<file path="config.mk">
export PLATFORM = sky130hd
export DESIGN_NAME = bpred_resolve_queue
export DESIGN_NICKNAME = d
export VERILOG_FILES = /design/src/rtl/bpred_resolve_queue.sv
export SDC_FILE = /design/constraint.sdc
export NUM_CORES = 1
export LEC_CHECK = 0
export ABC_AREA = 1
export CORE_MARGIN = 4
export CORE_UTILIZATION = 45
export CTS_CLUSTER_DIAMETER = 150
export DETAILED_ROUTE_END_ITERATION = 8
export MAX_ROUTING_LAYER = met4
export PLACE_DENSITY_LB_ADDON = 0.3
export SYNTH_ARGS = -nofsm -noshare
export SYNTH_HDL_FRONTEND = slang
export SYNTH_SLANG_ARGS = --single-unit
</file>
<file path="constraint.sdc">
create_clock -name clk -period 4.8 [get_ports clk]
set_input_delay 0.72 -clock clk [delete_from_list [all_inputs] [get_ports clk]]
set_output_delay 0.72 -clock clk [all_outputs]
set_load 0.01 [all_outputs]
</file>
<file path="src/rtl/bpred_resolve_queue.sv">
// rtl/bpred_resolve_queue.sv - branch snapshot queue that turns in-order resolves into bpredictor update pulses
// A mispredicted pop flushes every younger snapshot so fetch restarts from an empty queue.
module bpred_resolve_queue #(
  parameter int DEPTH     = 8,
  parameter int BIMODAL_W = 12
) (
  input  logic                 clk,
  input  logic                 reset,
  input  logic                 soin_bpredictor_stall,
  input  logic                 fetch_push,
  input  logic                 bpredictor_fetch_p_dir,
  input  logic [BIMODAL_W-1:0] bpredictor_fetch_bimodal,
  input  logic [31:0]          fetch_pred_target,
  output logic                 fetch_full,
  input  logic                 resolve_valid,
  input  logic [31:0]          resolve_PC4,
  input  logic                 resolve_taken,
  input  logic [31:0]          resolve_target,
  output logic                 execute_bpredictor_update,
  output logic [31:0]          execute_bpredictor_PC4,
  output logic [31:0]          execute_bpredictor_target,
  output logic                 execute_bpredictor_dir,
  output logic                 execute_bpredictor_miss,
  output logic [BIMODAL_W-1:0] execute_bpredictor_bimodal,
  output logic [31:0]          execute_redirect_pc,
  output logic                 resolve_underflow
);

  localparam int PTR_W = $clog2(DEPTH);
  localparam logic [PTR_W:0] FULL_CNT = (PTR_W+1)'(DEPTH);

  logic                 dir_mem [DEPTH];
  logic [BIMODAL_W-1:0] bim_mem [DEPTH];
  logic [31:0]          tgt_mem [DEPTH];

  logic [PTR_W-1:0]     rd_ptr;
  logic [PTR_W-1:0]     wr_ptr;
  logic [PTR_W:0]       count;

  logic                 head_dir;
  logic [BIMODAL_W-1:0] head_bim;
  logic [31:0]          head_tgt;
  logic                 queue_empty;
  logic                 pop;
  logic                 miss;
  logic                 push_ok;

  assign head_dir    = dir_mem[rd_ptr];
  assign head_bim    = bim_mem[rd_ptr];
  assign head_tgt    = tgt_mem[rd_ptr];
  assign queue_empty = (count == '0);
  assign fetch_full  = (count == FULL_CNT);

  // A resolve on an empty queue is an underflow, never a pass-through of a same-cycle push.
  assign pop  = resolve_valid && !queue_empty;
  assign miss = pop && ((head_dir != resolve_taken) ||
                        (resolve_taken && (head_tgt != resolve_target)));

  // A pop frees a slot in the same cycle, so a full queue still accepts when it drains.
  assign push_ok = fetch_push && !soin_bpredictor_stall && !miss &&
                   (!fetch_full || pop);

  // Snapshot storage needs no reset: entries are only read behind a nonzero count.
  always_ff @(posedge clk) begin
    if (push_ok) begin
      dir_mem[wr_ptr] <= bpredictor_fetch_p_dir;
      bim_mem[wr_ptr] <= bpredictor_fetch_bimodal;
      tgt_mem[wr_ptr] <= fetch_pred_target;
    end
  end

  always_ff @(posedge clk or negedge reset) begin
    if (!reset) begin
      rd_ptr <= '0;
      wr_ptr <= '0;
      count  <= '0;
    end else if (miss) begin
      rd_ptr <= '0;
      wr_ptr <= '0;
      count  <= '0;
    end else begin
      if (push_ok) wr_ptr <= wr_ptr + 1'b1;
      if (pop)     rd_ptr <= rd_ptr + 1'b1;
      if (push_ok && !pop)      count <= count + 1'b1;
      else if (pop && !push_ok) count <= count - 1'b1;
    end
  end

  always_ff @(posedge clk or negedge reset) begin
    if (!reset) begin
      execute_bpredictor_update  <= 1'b0;
      execute_bpredictor_miss    <= 1'b0;
      execute_bpredictor_PC4     <= '0;
      execute_bpredictor_target  <= '0;
      execute_bpredictor_dir     <= 1'b0;
      execute_bpredictor_bimodal <= '0;
      execute_redirect_pc        <= '0;
      resolve_underflow          <= 1'b0;
    end else begin
      execute_bpredictor_update <= pop;
      execute_bpredictor_miss   <= miss;
      if (pop) begin
        execute_bpredictor_PC4     <= resolve_PC4;
        execute_bpredictor_target  <= resolve_target;
        execute_bpredictor_dir     <= resolve_taken;
        execute_bpredictor_bimodal <= head_bim;
        execute_redirect_pc        <= resolve_taken ? resolve_target : resolve_PC4;
      end
      if (resolve_valid && queue_empty) resolve_underflow <= 1'b1;
    end
  end

endmodule

</file>
==> results of run 1 <==
## layout by cell type, fill, tap and decap left out
| master | Yosys | layout |
|---|---|---|
| buf_12 | 0 | 14 |
| inv_4 | 1 | 1 |
| o22ai_1 | 2 | 2 |
| xor2_1 | 5 | 5 |
| nand2_4 | 1 | 2 |
| nor2_4 | 1 | 9 |
| buf_6 | 13 | 1 |
| clkinv_2 | 0 | 9 |
| nand4_4 | 1 | 1 |
| diode_2 | 0 | 2 |
| a31o_2 | 1 | 1 |
| inv_2 | 2 | 3 |
| nand3_1 | 135 | 135 |
| nand3_2 | 1 | 1 |
| fa_1 | 1 | 1 |
| bufinv_16 | 0 | 4 |
| o21ai_1 | 27 | 27 |
| nand4_1 | 2 | 2 |
| inv_1 | 120 | 120 |
| clkbuf_1 | 52 | 10 |
| dfrtp_1 | 122 | 119 |
| nor2_1 | 234 | 226 |
| edfxtp_1 | 360 | 360 |
| inv_6 | 0 | 4 |
| o211ai_1 | 12 | 12 |
| dfrtp_4 | 0 | 1 |
| dfrtp_2 | 0 | 2 |
| a21oi_1 | 36 | 36 |
| clkinv_1 | 2 | 13 |
| clkdlybuf4s50_1 | 0 | 226 |
| nand2_2 | 4 | 4 |
| buf_4 | 10 | 26 |
| o221ai_1 | 22 | 22 |
| nand2_1 | 510 | 509 |
| o21ai_0 | 150 | 150 |
| clkbuf_16 | 0 | 47 |
| ha_1 | 4 | 4 |
## registers in the layout (all words and copies together), names as in the netlist, 3 cells and up
| signal | flops |
|---|---|
| execute_bpredictor_bimodal | 12 |
| wr_ptr | 3 |
| bim_mem | 96 |
| tgt_mem | 256 |
| execute_redirect_pc | 32 |
| count | 4 |
| dir_mem | 8 |
| execute_bpredictor_PC4 | 32 |
| rd_ptr | 3 |
| execute_bpredictor_target | 32 |
## metal layers
layer / global-route usage / part of all wire / vias up
li1: - / - / 6687
met1: 0.336 / 0.43 / 6925
met5: - / 0 / -
met4: 0.0525 / 0.018 / 0
met3: 0.0419 / 0.094 / 64
met2: 0.357 / 0.45 / 680
## worst max-delay path, stage by stage (launching register included)
cell,delay (ns)
dfrtp_4,0.55
inv_4,0.24
buf_12,0.23
buf_4,0.28
nor2_1,0.07
o211ai_1,0.33
nand3_1,0.12
a21oi_1,0.19
nand2_1,0.11
nor2_1,0.12
nand3_2,0.13
nand2_4,0.16
nand2_2,0.10
nor2_4,0.15
nand2_1,0.25
nor2_4,0.36
buf_4,0.29
## where the power goes
part | internal [mW] | switching [mW] | total [mW]
logic | 2.00 | 3.16 | 5.16
clock network | 2.02 | 1.52 | 3.54
registers | 5.14 | 0.367 | 5.51
total | 9.16 | 5.05 | 14.2
## area by class of cell
| class | instances | area (µm²) |
|---|---|---|
| Clock inverter | 29 | 245 |
| Sequential cell | 482 | 13900 |
| Inverter | 125 | 472 |
| Tap cell | 585 | 732 |
| Clock buffer | 57 | 1210 |
| Antenna cell | 2 | 5.00 |
| Fill cell | 3601 | 19000 |
| Multi-Input combinational cell | 1149 | 5110 |
| Timing Repair Buffer | 267 | 2750 |
## logic make-up after synthesis
kind of cell / after synthesis / synth area share
AOI/OAI and AO/OA: 250 / 0.0689
xor gates and xnor gates: 5 / 0.00220
adders and majority gates: 5 / 0.00352
buffers and inverters: 221 / 0.0493
DFF: 482 / 0.697
and+or+nand+nor: 889 / 0.179
## through the flow
| step | instance area (µm²) | worst slack [ns] | utilization | hold WS (ns) | instances |
|---|---|---|---|---|---|
| floorplan | 19900 | 0.413 | - | 0.424 | 1852 |
| finish | 24400 | 0.784 | 0.563 | 0.241 | 2696 |
| global placement | 22900 | 0.909 | 0.529 | 0.457 | 2608 |
| global route | 24400 | 0.427 | 0.563 | 0.289 | 2695 |
| detailed placement | 22900 | 0.814 | 0.529 | 0.465 | 2608 |
| CTS | 24400 | 0.824 | 0.563 | 0.261 | 2694 |
## Yosys cell counts (all sizes together)
cell type / number / area share
xor2: 5 / 0.0022
fa: 1 / 0.0010
a31o: 1 / 0.00044
clkbuf: 52 / 0.0098
o21ai: 177 / 0.045
o221ai: 22 / 0.0097
inv: 123 / 0.023
clkinv: 2 / 0.00038
o211ai: 12 / 0.0045
buf: 44 / 0.016
o22ai: 2 / 0.00063
nand3: 136 / 0.034
nor2: 235 / 0.045
ha: 4 / 0.0025
nand2: 515 / 0.098
nand4: 3 / 0.0017
dfrtp: 122 / 0.15
edfxtp: 360 / 0.54
a21oi: 36 / 0.0091
## path summary, 6_finish.rpt
kind,start,end,cells past startpoint
setup / recovery,rd_ptr[0],bim_mem[0][8],16
hold / removal,reset,execute_bpredictor_PC4[21],1
setup reg to reg,rd_ptr[0],bim_mem[0][8],16
hold reg to reg,execute_bpredictor_PC4[19],execute_bpredictor_PC4[19],2
max in group asynchronous,reset,execute_bpredictor_target[12],2
min in group clk,execute_bpredictor_PC4[19],execute_bpredictor_PC4[19],2
==> results.yml, run 1 <==
outcome:
  status: "complete, no violations"
finish:
  synthToLayoutAreaGrowth_pct: 22.7
  fin_nets: 2192
  drive_above_1_share: 0.0616
drt:
  ant_nets: 0
  vias: 14400
  wl_per_cell_um: 20.6
  drtIter0Drc: 1664
  drc: 0
  drtPass1Iterations: 6
  wirelength_um: 55400
  vias_per_cell: 5.32
yosys:
  ys_ff_latch: 482
  seq_area_frac_synth: 0.697
  syn-num-nets: 1972
  syn_area_mm2: 0.0199
  yosys_warnings: 0
  postSynthCellCount: 1852
  synth_cell_types: 30
  avgSynthCellArea_um2: 10.7
cts:
  post_cts_buffers: 0
  cts_resized: 0
  cts_hold_buf: 0
  clkLatencyLatePin_ns: 0.57
  cts_root_buffer: "clkbuf_16"
  tritoncts: "built"
  clk_pin_slew_ns: 0.06
  htreeDepth: 2
  cts_buffers: 47
  clock-sinks: 482
  cts.path.max_buffers: 3
die:
  placeableCoreArea_mm2: 0.0434
  die_x_um: 218
  die_h_um: 218
  initial_core_util: 0.459
  io_pins: 228
  num_rows: 76
  die-area_mm2: 0.0476
worst_hold_path:
  hold_path_class: "in -> async"
grt:
  grt_max_degree: 100
  grt_pass1_vias: 13900
  antenna_found_initial: 1
  grt.total_usage: 0.235
  grt_remaining_overflow: 0
  grt_pass1_wl_um: 84100
power:
  power.density_mw_per_mm2: 582
  cellLeakagePower_nw: 9.75
  ir_drop_uv: 285
  finalPower_mw: 14.2
setup_path:
  crit_type: "reg -> reg"
  path_max_fanout: 35
  required_ns: 5.06
  end_kind: "flop"
  reg2reg_slack_ns: 0.78
  critPathArrivalTime_ns: 4.27
  crit_path_start_kind: "flop"
sta:
  fin_tns_setup_ns: 0
  setup_viol: 0
  post-route-min-period_ns: 4.02
  max_freq_ghz: 0.249
  slew_violations: 0
  grt_setup_unrepaired: "no"
  relSlewSlack: 0.308
  clock_skew_ns: 0.0129
  final-hold-violation-count: 0
  fin_crit_sh: 0.837
  worstMarginPinSlew_ns: 1.04
placed_design:
  portBuffers: 227
  dp_hpwl_um: 35900
  place_congestion: 0.905
run:
  max_cap_violations: 0
Power figures use the tool's default switching activity.
==> run 2, diff against run 1 <==
- clock period: 4.8 -> 3.37 ns (I/O delays scaled with it)
==> results.yml, run 2 (same netlist as run 1, synthesis figures left out) <==
drt:
  drtIter0Drc: 1942
  drtPass1Iterations: 5
  ant_nets: 0
  drc: 0
  wirelength_um: 62400
  wl_per_cell_um: 22.0
  vias_per_cell: 5.41
  vias: 15300
power:
  cellLeakagePower_nw: 10.8
  finalPower_mw: 22.0
  combPwrFrac: 0.408
  p_switching_mw: 7.83
  power.density_mw_per_mm2: 824
  internal_power_mw: 14.2
  switching_share: 0.355
  power.share.clock: 0.235
  ir_drop_uv: 405
  seqPwrFrac: 0.357
cts:
  tritoncts: "built"
  cts_buffers: 49
  cts_root_buffer: "clkbuf_16"
  clk_pin_slew_ns: 0.06
  cts.path.max_buffers: 3
  htreeDepth: 2
  clkLatencyLatePin_ns: 0.59
  clock-sinks: 482
grt:
  grt_pass1_wl_um: 85900
  grt_pass1_vias: 14500
  grt.total_usage: 0.242
  grt_remaining_overflow: 0
  antenna_found_initial: 1
  grt_max_degree: 71
die:
  die_x_um: 218
  placeableCoreArea_mm2: 0.0434
  io_pins: 228
  die-area_mm2: 0.0476
  initial_core_util: 0.459
  num_rows: 76
  die_h_um: 218
sta:
  worstMarginPinSlew_ns: 0.747
  relSlewSlack: 0.502
  grt_setup_unrepaired: "yes"
  max_freq_ghz: 0.278
  final-hold-violation-count: 0
  clock_skew_ns: 0.0160
  setup_viol: 362
  setup_ws_ns: -0.223
  fin_crit_sh: 1.07
  post-route-min-period_ns: 3.59
  slew_violations: 0
setup_path:
  path_max_fanout: 15
  crit_type: "reg -> reg"
  crit_path_start_kind: "flop"
  end_kind: "flop"
  critPathArrivalTime_ns: 3.88
  required_ns: 3.65
placed_design:
  portBuffers: 227
  place_congestion: 0.893
  dp_hpwl_um: 37600
  dp_slack_ns: -0.214
finish:
  drive_above_1_share: 0.145
  largestRegisters: "tgt_mem x256, bim_mem x96"
  largest_reg_flops: 256
  final_cell_mix: "500 x nand2_1, 360 x edfxtp_1, 226 x clkdlybuf4s50_1"
  largest-register: "tgt_mem"
  fin_nets: 2327
  synthToLayoutAreaGrowth_pct: 34.4
  final_common_cell: "nand2_1"
outcome:
  violations: "setup timing"
  status: "finished with violations"
run:
  max_cap_violations: 0
worst_hold_path:
  hold_path_class: "reg -> reg"
[run 2: power groups by stage]
stage                     sequential [mW]  combinational, mW  clock [mW]
after floorplan                      8.14               3.97           0
after global placement               7.89               7.68           0
after detailed placement             7.93               7.80           0
after CTS                            7.83               8.03        5.24
after global routing                 7.96               9.73        5.51
final                                7.86               9.00        5.18
[run 2: per-layer routing]
layer  vias to the layer above  routed length, µm  global-route usage
met5                         -                  0                   -
met4                         0               1370              0.0676
met2                       791              29100               0.368
met1                      7483              25700               0.330
met3                        85               6210              0.0563
li1                       6957                  -                   -
[run 2: metrics by stage]
step,std cells,setup TNS [ns],instance area [µm²],utilization,hold slack [ns]
after global routing,2831,-96.48,26700,0.617,0.498
after CTS,2773,-0.00775,25300,0.583,0.461
after detailed placement,2678,-34.19,23600,0.545,0.465
final,2831,-55.30,26700,0.617,0.478
after floorplan,1852,-110.83,19900,-,0.210
after global placement,2678,-17.76,23600,0.545,0.460
[run 2: path summary, 6_finish.rpt]
path / depth (start not counted) / slack (ns) / start / end
setup reg to reg: 21 / -0.22 / rd_ptr[0] / bim_mem[2][3]
hold reg to reg: 2 / 0.48 / execute_bpredictor_target[11] / execute_bpredictor_target[11]
hold / removal: 2 / 0.48 / execute_bpredictor_target[11] / execute_bpredictor_target[11]
min in group asynchronous: 2 / 0.54 / reset / execute_bpredictor_PC4[20]
setup / recovery: 21 / -0.22 / rd_ptr[0] / bim_mem[2][3]
max in group asynchronous: 3 / 2.04 / reset / execute_bpredictor_PC4[17]
[run 2: layout make-up]
type | instances | area [µm²]
Antenna cell | 1 | 2.50
Clock buffer | 72 | 1360
Clock inverter | 17 | 141
Fill cell | 3365 | 16600
Inverter | 125 | 482
Multi-Input combinational cell | 1149 | 5390
Sequential cell | 482 | 13900
Tap cell | 585 | 732
Timing Repair Buffer | 399 | 4750
Timing Repair inverter | 1 | 8.76
[run 2: repair_timing]
item,4_1_cts,5_1_grt
hold buffers,1,0
pin swaps,9,63
gates resized for setup,18,118
setup buffers,4,26
hold endpoints to repair,65,0
cloned,2,31
setup endpoints to repair,361,363
[run 2: worst max-delay path, stage by stage (launching register included)]
cell      delay, ns
dfrtp_4        0.56
clkinv_8       0.13
buf_4          0.17
buf_12         0.14
o21ai_1        0.16
nand3_1        0.12
buf_4          0.15
nand3_2        0.06
nand2_1        0.05
nor2_1         0.14
nand3_1        0.16
nor2_2         0.19
nand3_4        0.10
nand2_4        0.09
buf_6          0.11
nand2_4        0.05
nor2_4         0.20
nand2_2        0.08
buf_8          0.14
nor2_4         0.13
buf_4          0.18
buf_12         0.18
